**config.mk**
```make
export PLATFORM = sky130hd
export DESIGN_NAME = ddr_lane_sequencer
export DESIGN_NICKNAME = d
export VERILOG_FILES = /design/src/rtl/ddr_pkg.sv /design/src/rtl/ddr_step_divider.sv /design/src/rtl/ddr_lane_sequencer.sv
export SDC_FILE = /design/constraint.sdc
export NUM_CORES = 1
export LEC_CHECK = 0
export CAP_MARGIN = 25
export CORE_UTILIZATION = 48
export DETAILED_ROUTE_END_ITERATION = 12
export GPL_TIMING_DRIVEN = 0
export PLACE_DENSITY = 0.85
export SLEW_MARGIN = 20
export SYNTH_ARGS = -nofsm -noshare
export SYNTH_HDL_FRONTEND = slang
export SYNTH_HIERARCHICAL = 1
export SYNTH_SLANG_ARGS = --single-unit
```
**constraint.sdc**
```tcl
create_clock -name Clock -period 2.9 [get_ports Clock]
set_input_delay 0.58 -clock Clock [delete_from_list [all_inputs] [get_ports Clock]]
set_output_delay 0.58 -clock Clock [all_outputs]
set_load 0.02 [all_outputs]
```
**src/rtl/ddr_pkg.sv**
```systemverilog
// ddr_pkg: definitions shared by the DanceDanceRevolution lane sequencer.
//   ddr_state_e : song-level FSM state encoding (also driven out on `state`)
//   PT_W        : width of one signed per-lane point code
//   BANK_DEPTH  : number of lights a lane bank holds; the drain phase needs this many steps
//   sat_add     : signed add that clamps to the range of a `width`-bit signed value
package ddr_pkg;

  typedef enum logic [2:0] {
    IDLE  = 3'd0,
    LEAD  = 3'd1,
    PLAY  = 3'd2,
    DRAIN = 3'd3,
    DONE  = 3'd4
  } ddr_state_e;

  localparam int PT_W       = 4;
  localparam int BANK_DEPTH = 5;

  // The width is passed in so one function serves every score width.
  // Working in 32-bit int keeps the intermediate sum free of overflow.
  function automatic int sat_add(input int acc, input int delta, input int width);
    int sum;
    int hi;
    int lo;
    sum = acc + delta;
    hi  = (1 << (width - 1)) - 1;
    lo  = -(1 << (width - 1));
    if (sum > hi) begin
      return hi;
    end
    if (sum < lo) begin
      return lo;
    end
    return sum;
  endfunction

endpackage

```
**src/rtl/ddr_step_divider.sv**
```systemverilog
// ddr_step_divider: divides the system clock down to the one-cycle step strobe.
//   clk   in  : system clock
//   rst   in  : asynchronous active-high reset
//   en    in  : count while high; when low the counter is held at 0 and no step is made
//   clear in  : restart the count from 0. Takes priority over hold and counting.
//   hold  in  : freeze the count and the strobe register. The divider resumes from the held value.
//   step  out : registered strobe. It is high in the cycle after the count reaches STEP_DIV-1.
//   wrap  out : combinational. It is high at the edge that loads step=1, so the caller can register
//               data so that it lines up with the step cycle.
module ddr_step_divider #(
  parameter int STEP_DIV = 16
) (
  input  logic clk,
  input  logic rst,
  input  logic en,
  input  logic clear,
  input  logic hold,
  output logic step,
  output logic wrap
);

  localparam int CNT_W = $clog2(STEP_DIV);
  localparam logic [CNT_W-1:0] LAST = CNT_W'(STEP_DIV - 1);

  logic [CNT_W-1:0] count_reg;
  logic             step_reg;

  assign wrap = en && !clear && !hold && (count_reg == LAST);
  assign step = step_reg;

  always_ff @(posedge clk or posedge rst) begin
    if (rst) begin
      count_reg <= '0;
      step_reg  <= 1'b0;
    end else if (!en || clear) begin
      count_reg <= '0;
      step_reg  <= 1'b0;
    end else if (hold) begin
      // A pending strobe stays pending, so pausing never drops or repeats a step.
      count_reg <= count_reg;
      step_reg  <= step_reg;
    end else begin
      step_reg  <= (count_reg == LAST);
      count_reg <= (count_reg == LAST) ? '0 : count_reg + 1'b1;
    end
  end

endmodule

```
**src/rtl/ddr_lane_sequencer.sv**
```systemverilog
// ddr_lane_sequencer: song-level controller for the DanceDanceRevolution light banks.
// The song runs through the states IDLE -> LEAD -> PLAY -> DRAIN -> DONE. At each step in PLAY,
// the controller reads one pattern row and sends it out as per-lane spawn pulses. In PLAY and
// DRAIN it also adds the per-lane point codes into a saturating signed score.
// Optional build macro: DDR_SEQ_PAUSE_EN adds a Pause input. Pause freezes the divider, the
// step strobe and the FSM.
// Ports:
//   Clock    in  : system clock
//   Reset    in  : asynchronous active-high reset
//   Start    in  : level input; starts a song from IDLE or DONE
//   Pause    in  : (DDR_SEQ_PAUSE_EN only) hold the song in place
//   pat_addr out : pattern row address
//   pat_data in  : pattern row read combinationally from pat_addr; bit i requests a spawn in lane i
//   step     out : one-cycle strobe that acts as the clock enable for every lane bank
//   Ren      out : per-lane spawn request; it is only high together with step
//   pt       in  : packed signed 4-bit point code per lane; lane i is at [4i+3:4i]
//   score    out : signed saturating running score
//   state    out : current FSM state
//   done     out : high while the FSM is in DONE
module ddr_lane_sequencer
  import ddr_pkg::*;
#(
  parameter int NUM_LANES  = 4,
  parameter int STEP_DIV   = 16,
  parameter int PAT_LEN    = 32,
  parameter int LEAD_STEPS = 4,
  parameter int SCORE_W    = 12,
  localparam int ADDR_W    = (PAT_LEN > 1) ? $clog2(PAT_LEN) : 1
) (
  input  logic                      Clock,
  input  logic                      Reset,
  input  logic                      Start,
`ifdef DDR_SEQ_PAUSE_EN
  input  logic                      Pause,
`endif
  output logic [ADDR_W-1:0]         pat_addr,
  input  logic [NUM_LANES-1:0]      pat_data,
  output logic                      step,
  output logic [NUM_LANES-1:0]      Ren,
  input  logic [PT_W*NUM_LANES-1:0] pt,
  output logic signed [SCORE_W-1:0] score,
  output logic [2:0]                state,
  output logic                      done
);

  localparam int SUM_W   = PT_W + $clog2(NUM_LANES) + 1;
  localparam int CNT_MAX = (LEAD_STEPS > BANK_DEPTH) ? LEAD_STEPS : BANK_DEPTH;
  localparam int CNT_W   = $clog2(CNT_MAX + 1);

  ddr_state_e                state_reg, state_next;
  logic [ADDR_W-1:0]         addr_reg, addr_next;
  logic [CNT_W-1:0]          cnt_reg, cnt_next;
  logic signed [SCORE_W-1:0] score_reg, score_next;
  logic [NUM_LANES-1:0]      ren_reg;

  logic pause;
  logic div_step;
  logic div_wrap;
  logic step_fire;
  logic start_go;
  logic running_next;

  logic signed [SUM_W-1:0] lane_pt [NUM_LANES];
  logic signed [SUM_W-1:0] pt_sum;

`ifdef DDR_SEQ_PAUSE_EN
  assign pause = Pause;
`else
  assign pause = 1'b0;
`endif

  // Each lane's code is sign-extended to the sum width first, so the adder tree cannot overflow.
  generate
    for (genvar gi = 0; gi < NUM_LANES; gi++) begin : g_lane_pt
      assign lane_pt[gi] = SUM_W'($signed(pt[gi*PT_W +: PT_W]));
    end
  endgenerate

  always_comb begin
    pt_sum = '0;
    for (int i = 0; i < NUM_LANES; i++) begin
      pt_sum = pt_sum + lane_pt[i];
    end
  end

  // While paused, the pending strobe is masked here and kept in the divider.
  assign step_fire = div_step & ~pause;
  assign start_go  = ((state_reg == IDLE) || (state_reg == DONE)) && Start;

  // Every FSM transition happens at the edge that ends a step cycle. As a result, the state
  // seen during a step is the phase that the step belongs to.
  always_comb begin
    state_next = state_reg;
    addr_next  = addr_reg;
    cnt_next   = cnt_reg;
    score_next = score_reg;
    case (state_reg)
      IDLE, DONE: begin
        if (Start) begin
          if (LEAD_STEPS == 0) begin
            state_next = PLAY;
          end else begin
            state_next = LEAD;
          end
          addr_next  = '0;
          cnt_next   = '0;
          score_next = '0;
        end
      end
      LEAD: begin
        if (step_fire) begin
          if (int'(cnt_reg) == LEAD_STEPS - 1) begin
            state_next = PLAY;
            cnt_next   = '0;
          end else begin
            cnt_next = cnt_reg + 1'b1;
          end
        end
      end
      PLAY: begin
        if (step_fire) begin
          score_next = SCORE_W'(sat_add(int'(score_reg), int'(pt_sum), SCORE_W));
          if (int'(addr_reg) == PAT_LEN - 1) begin
            addr_next  = '0;
            state_next = DRAIN;
          end else begin
            addr_next = addr_reg + 1'b1;
          end
        end
      end
      DRAIN: begin
        if (step_fire) begin
          score_next = SCORE_W'(sat_add(int'(score_reg), int'(pt_sum), SCORE_W));
          if (int'(cnt_reg) == BANK_DEPTH - 1) begin
            state_next = DONE;
            cnt_next   = '0;
          end else begin
            cnt_next = cnt_reg + 1'b1;
          end
        end
      end
      default: state_next = IDLE;
    endcase
  end

  // The divider is enabled from the next state. On entry to IDLE or DONE the count drops to 0
  // in that same edge, so no stray strobe follows the last drain step.
  assign running_next = (state_next == LEAD) || (state_next == PLAY) || (state_next == DRAIN);

  ddr_step_divider #(
    .STEP_DIV (STEP_DIV)
  ) u_divider (
    .clk   (Clock),
    .rst   (Reset),
    .en    (running_next),
    .clear (start_go),
    .hold  (pause),
    .step  (div_step),
    .wrap  (div_wrap)
  );

  always_ff @(posedge Clock or posedge Reset) begin
    if (Reset) begin
      state_reg <= IDLE;
      addr_reg  <= '0;
      cnt_reg   <= '0;
      score_reg <= '0;
      ren_reg   <= '0;
    end else begin
      state_reg <= state_next;
      addr_reg  <= addr_next;
      cnt_reg   <= cnt_next;
      score_reg <= score_next;
      // The row is captured from the current address at the same edge that raises step.
      // The address only advances after that step cycle ends.
      if (!pause) begin
        ren_reg <= (div_wrap && (state_reg == PLAY)) ? pat_data : '0;
      end
    end
  end

  assign step     = step_fire;
  assign Ren      = step_fire ? ren_reg : '0;
  assign pat_addr = addr_reg;
  assign score    = score_reg;
  assign state    = state_reg;
  assign done     = (state_reg == DONE);

endmodule
```
==> impl_metrics.yaml <==
run_status:
  outcome: "finished, violations left"
  failed_checks: "negative setup slack"
worst_setup_path:
  max_stage_delay_ps: 560
  rrSetupSlack_ps: -70
  crit_path_cell_trace: "buf_6 > inv_2 > fa_1 > inv_2 > fa_2 > inv_4 > fa_1 > inv_2 > ha_4 > a21o_1 > a221o_1 > a31oi_2 > mux2i_1 > nand2_2 > buf_4 > a21oi_2 > o21ai_2"
  crit_slowest_cell: "fa_2"
  end_kind: "flop"
  reg2reg_to: "score[9]$_DFFE_PP0P_"
  cp_common_cell: "inv_2"
  required_ps: 3070
  r2r_cells: 13
  startpoint_type: "input port"
  cp_max_fo: 6
  r2r_start: "score[1]$_DFFE_PP0P_"
  arrival_ps: 4290
  criticalPathCategory: "in -> reg"
global_route:
  grt_pass1_wl_mm: 11.7
  grt_overflow_total: 0
  grt_use_total_pct: 24.5
  antenna_found_initial: 0
  grt_pass1_vias: 2515
  grt_max_degree: 17
die:
  die-area_um2: 5990
  die_x_um: 77.4
  core_um2: 5510
  io-pin-count: 49
  fp.dieH_um: 77.4
  start_util_pct: 49.6
  rows: 27
final_layout:
  post-route-util_pct: 69.1
  final_nets: 453
  syn_to_final_growth_pct: 39.4
  fin_area_um2: 3800
  largest_register_ffs: 12
  final_cell_mix: "inv_1, clkdlybuf4s50_1, dfrtp_1"
  n_antenna_cell: 0
  layout_commonest_cell: "inv_1"
  drive_gt1_share_pct: 21.5
  fin_cells: 463
yosys:
  netlist-cell-type-count: 50
  synth.cell_area_um2: 2730
  async_flop_share_pct: 100
  yosys-top-cells-area: "dfrtp_1, fa_1, ha_1"
  synth_top_cell_area_share_pct: 29.3
  synth_seq_cells: 32
  synth_ff_type: "dfrtp_1"
  synthCells: 308
  seq_area_frac_synth_pct: 29.3
  synth_edf_count: 0
  syn_avg_cell_area_um2: 8.86
  synth_largest_area_cell: "dfrtp_1"
  yosysWarnings: 6
placed_design:
  place_congestion: 0.857
  pre_cts_slack_ps: -2100
  place_area_um2: 3410
  numPortBuffers: 48
  placedCellCount: 435
  dp_hpwl_mm: 4.75
route:
  finalWirelength_mm: 7.17
  route.detailed.wl_per_inst_um: 15.5
  via_per_inst: 5.48
  drtAntennaViolNets: 0
  drt-pass1-iter-count: 4
  drcViolationCount: 0
  drt_iter0_drc: 247
  via_count: 2536
sta:
  timing.fmax_mhz: 243
  drv_slew: 0
  rsz0062_at_grt: "yes"
  finalHoldViolations: 0
  setup_slack_ps: -1220
  setup_tns_ps: -13760
  fin_crit_ps: 4120
  skew_ps: 7.84
  post-route-period-util_pct: 142
  whs_ps: 512
  slew_headroom_pct: 61.8
  worst_pin_slew_ps: 573
  setup_viol: 12
flow_run:
  maxCapViolCount: 0
power:
  power_density_nw_per_um2: 790
  ir_worst_vdd_mv: 0.432
  finalPower_mw: 3.01
  p_leak_nw: 1.80
clock_network:
  clk_pin_slew_worst_paths_ps: 70
  cts_buffer_depth: 2
  cts_tree: "yes"
  clock_sinks: 32
  htreeDepth: 2
  clk_latency_ps: 290
  cts-root-buf: "clkbuf_8"
  cts_made_buffers: 5
hold_path:
  hold_class: "in -> async"
-- cell usage after synthesis (2+ instances only) --
master and n:
inv_1 59, dfrtp_1 32, nand2_1 26, a21oi_1 25
fa_1 20, ha_1 20, o21ai_0 17, o21ai_1 12
nor2_1 10, and3_1 7, nand3_1 7, xnor2_1 6
a21o_1 5, and2_1 5, nand2b_1 4, nor3_1 4
xor2_1 4, a211oi_1 3, a31oi_1 3, or3_1 3
buf_6 2, clkbuf_1 2, mux2i_1 2, nor2b_1 2
nor3b_1 2, o21ai_2 2
-- worst max path at each step --
stage          start              endpoint  slack [ps]  depth (start not counted)
6_report       pt[7]  score[5]$_DFFE_PP0P_       -1220                         17
5_1_grt        pt[7]  score[8]$_DFFE_PP0P_       -1370                         17
4_1_cts        pt[7]  score[1]$_DFFE_PP0P_       -1160                         17
3_5_place_dp   pt[3]  score[1]$_DFFE_PP0P_       -2100                         17
3_3_place_gp   pt[3]  score[0]$_DFFE_PP0P_       -2050                         16
2_1_floorplan  pt[3]  score[1]$_DFFE_PP0P_       -1230                         16
-- critical path, delay by kind of cell --
kind,cells,cell delay [ps]
multiplexers,1,280
AND/OR/NAND/NOR,1,160
AO/OA/AOI/OAI,5,950
buffers and inverters,6,460
adder cells (fa/ha/maj),4,1880
-- area by class of cell --
cell class / instances / area [um^2]
multi-input combinational: 217 / 1880
inverter: 59 / 231
clock buffer: 6 / 72.6
clock inverter: 2 / 35.0
timing repair buffer: 69 / 654
fill: 389 / 1700
tap: 72 / 90.1
sequential: 32 / 801
buffer: 6 / 43.8
-- where the power goes --
part / internal [mW] / leakage, nW / switching (mW)
registers: 0.488 / 0.431 / 0.0486
clock network: 0.255 / 0.0552 / 0.172
logic: 0.925 / 1.31 / 1.12
-- metal layers --
metal  routed length [um]  global-route usage, %  vias up
li1                     -                      -     1174
met1                 2930                   29.8     1233
met2                 3670                   42.4      106
met3                  399                   5.65       23
met4                  168                   8.68        0
met5                    0                      0        -
-- logic make-up (layout without fill, tap and decap cells) --
kind of cell / after synthesis / count (layout) / share of synthesized area, %
and+or+nand+nor: 79 / 79 / 15.2
other: 1 / 7 / 0.137
DFF: 32 / 32 / 29.3
muxes: 2 / 2 / 0.734
adders and majority gates: 40 / 40 / 23.8
buffers and inverters: 65 / 142 / 9.72
AOI/OAI and AO/OA: 78 / 78 / 17.2
xor gates and xnor gates: 11 / 11 / 3.81
-- timing repair --
action / in CTS / in global routing
gates cloned: 2 / 0
pin swaps: 35 / 4
setup buffers: 16 / 2
endpoints found under the setup margin: 12 / 12
resized for setup: 52 / 6
hold buffers: 0 / 0
Power figures use the tool's default switching activity.
==> patch (config.mk and constraints unchanged) <==
The package constant `BANK_DEPTH` goes from 5 to 6.
--- a/src/rtl/ddr_pkg.sv
+++ b/src/rtl/ddr_pkg.sv
@@ -16,3 +16,3 @@
   localparam int PT_W       = 4;
-  localparam int BANK_DEPTH = 5;
+  localparam int BANK_DEPTH = 6;
 
Function: same outputs for any inputs over 10 cycles, from zero or initial values and one cycle with Reset high; that may be too few to reach the edited logic, so the function may still have changed.
==> patch against the original RTL <==
Wire length fell by 5.1%; count of clock-buffer cells in the layout rose by 2; sequential share of layout area fell by 1.1 points; global-route usage fell by 1.5 points; non-clock buffer count rose by 7; die area rose by 1.9%; the run still ends with negative setup slack left; critical endpoint is now score[2]; worst setup slack improved by 37 ps; total power rose by 19%; largest cell class unchanged; register-to-register slack got worse by 40 ps; design area rose by 5.8%; sequential cell count did not move; highest routed layer unchanged; synthesized area rose by 1.9%.
==> patch: results (changes against the original RTL) <==
set qor(status) {finished with violations}
set qor(failing_checks) {negative setup slack}
set qor(track_usage) 0.230 ;# -0.0151
set qor(vdd_ir_drop_max_mv) 0.701 ;# +62%
set qor(totalNegativeSetupSlack_ps) -12990 ;# +767 ps
set qor(power_mw) 3.58 ;# +19%
set qor(final.setup_skew_ps) 3.04 ;# -4.80 ps
set qor(internal_power_consumption_mw) 2.04 ;# +22%
set qor(worst-r2r-setup-slack_ps) -110 ;# -40 ps
set qor(critical_path.startpoint) {pt[3]}
set qor(count_of_cell_types_in_the_netlist) 54 ;# +8.0%
set qor(n_all_buffers) 82 ;# +9.3%
set qor(setup-violations-final) 12 ;# unchanged
set qor(layout.filler_cells) 395 ;# +1.5%
set qor(nets) 465 ;# +2.6%
set qor(share_of_cell_area_taken_by_multi_input_logic_gates) 0.508 ;# +0.0145
set qor(power_clock_mw) 0.355 ;# -17%
set qor(final.signal_inverter_count) 60 ;# +1.7%
set qor(final_layout_size_suffix_gt1_frac) 0.246 ;# +0.0314
set qor(dp_hpwl_um) 4780 ;# +0.70%
set qor(synth.top_cells.by_count) {sky130_fd_sc_hd__inv_1, sky130_fd_sc_hd__dfrtp_1, sky130_fd_sc_hd__o21ai_0, sky130_fd_sc_hd__nand2_1, sky130_fd_sc_hd__ha_1}
set qor(area.share.sequential) 0.199 ;# -0.0115
set qor(largest_cells_by_area_after_synthesis) {sky130_fd_sc_hd__dfrtp_1, sky130_fd_sc_hd__fa_1, sky130_fd_sc_hd__ha_1}
set qor(hold_slack_ps) 511 ;# -0.850 ps
set qor(total_leakage_power_nw) 1.85 ;# +2.7%
set qor(layout_setup_ws_ps) -1180 ;# +37.0 ps
set qor(grt_start_max_net_pins) 28 ;# +11
set qor(nMultiInputCombCells) 220 ;# +1.4%
set qor(fraction_of_area_in_clock_buffers_and_inverters) 0.0224 ;# -0.00589
==> patch: cell count changes after synthesis, moves of 2 or more <==
cell / change
sky130_fd_sc_hd__a211oi_1: -3
sky130_fd_sc_hd__a21oi_1: -5
sky130_fd_sc_hd__buf_4: +2
sky130_fd_sc_hd__buf_6: -2
sky130_fd_sc_hd__clkbuf_1: +2
sky130_fd_sc_hd__o211ai_1: +2
sky130_fd_sc_hd__o21ai_0: +10
sky130_fd_sc_hd__o21ai_1: -9
==> patch: cells by family after synthesis <==
kind of cell / after synthesis
mux: 2
fa+ha+maj: 42
other cells: 1
buf+inv: 66
xor+xnor: 10
compound gates: 76
simple gates: 83
flops: 32
==> patch: per-layer routing <==
metal / wire, µm / global-route usage / part of all wire
met1: 2720 / 0.288 / 0.40
met2: 3500 / 0.403 / 0.52
met3: 398 / 0.0372 / 0.059
met4: 178 / 0.0778 / 0.026
met5: 0 / 0 / 0
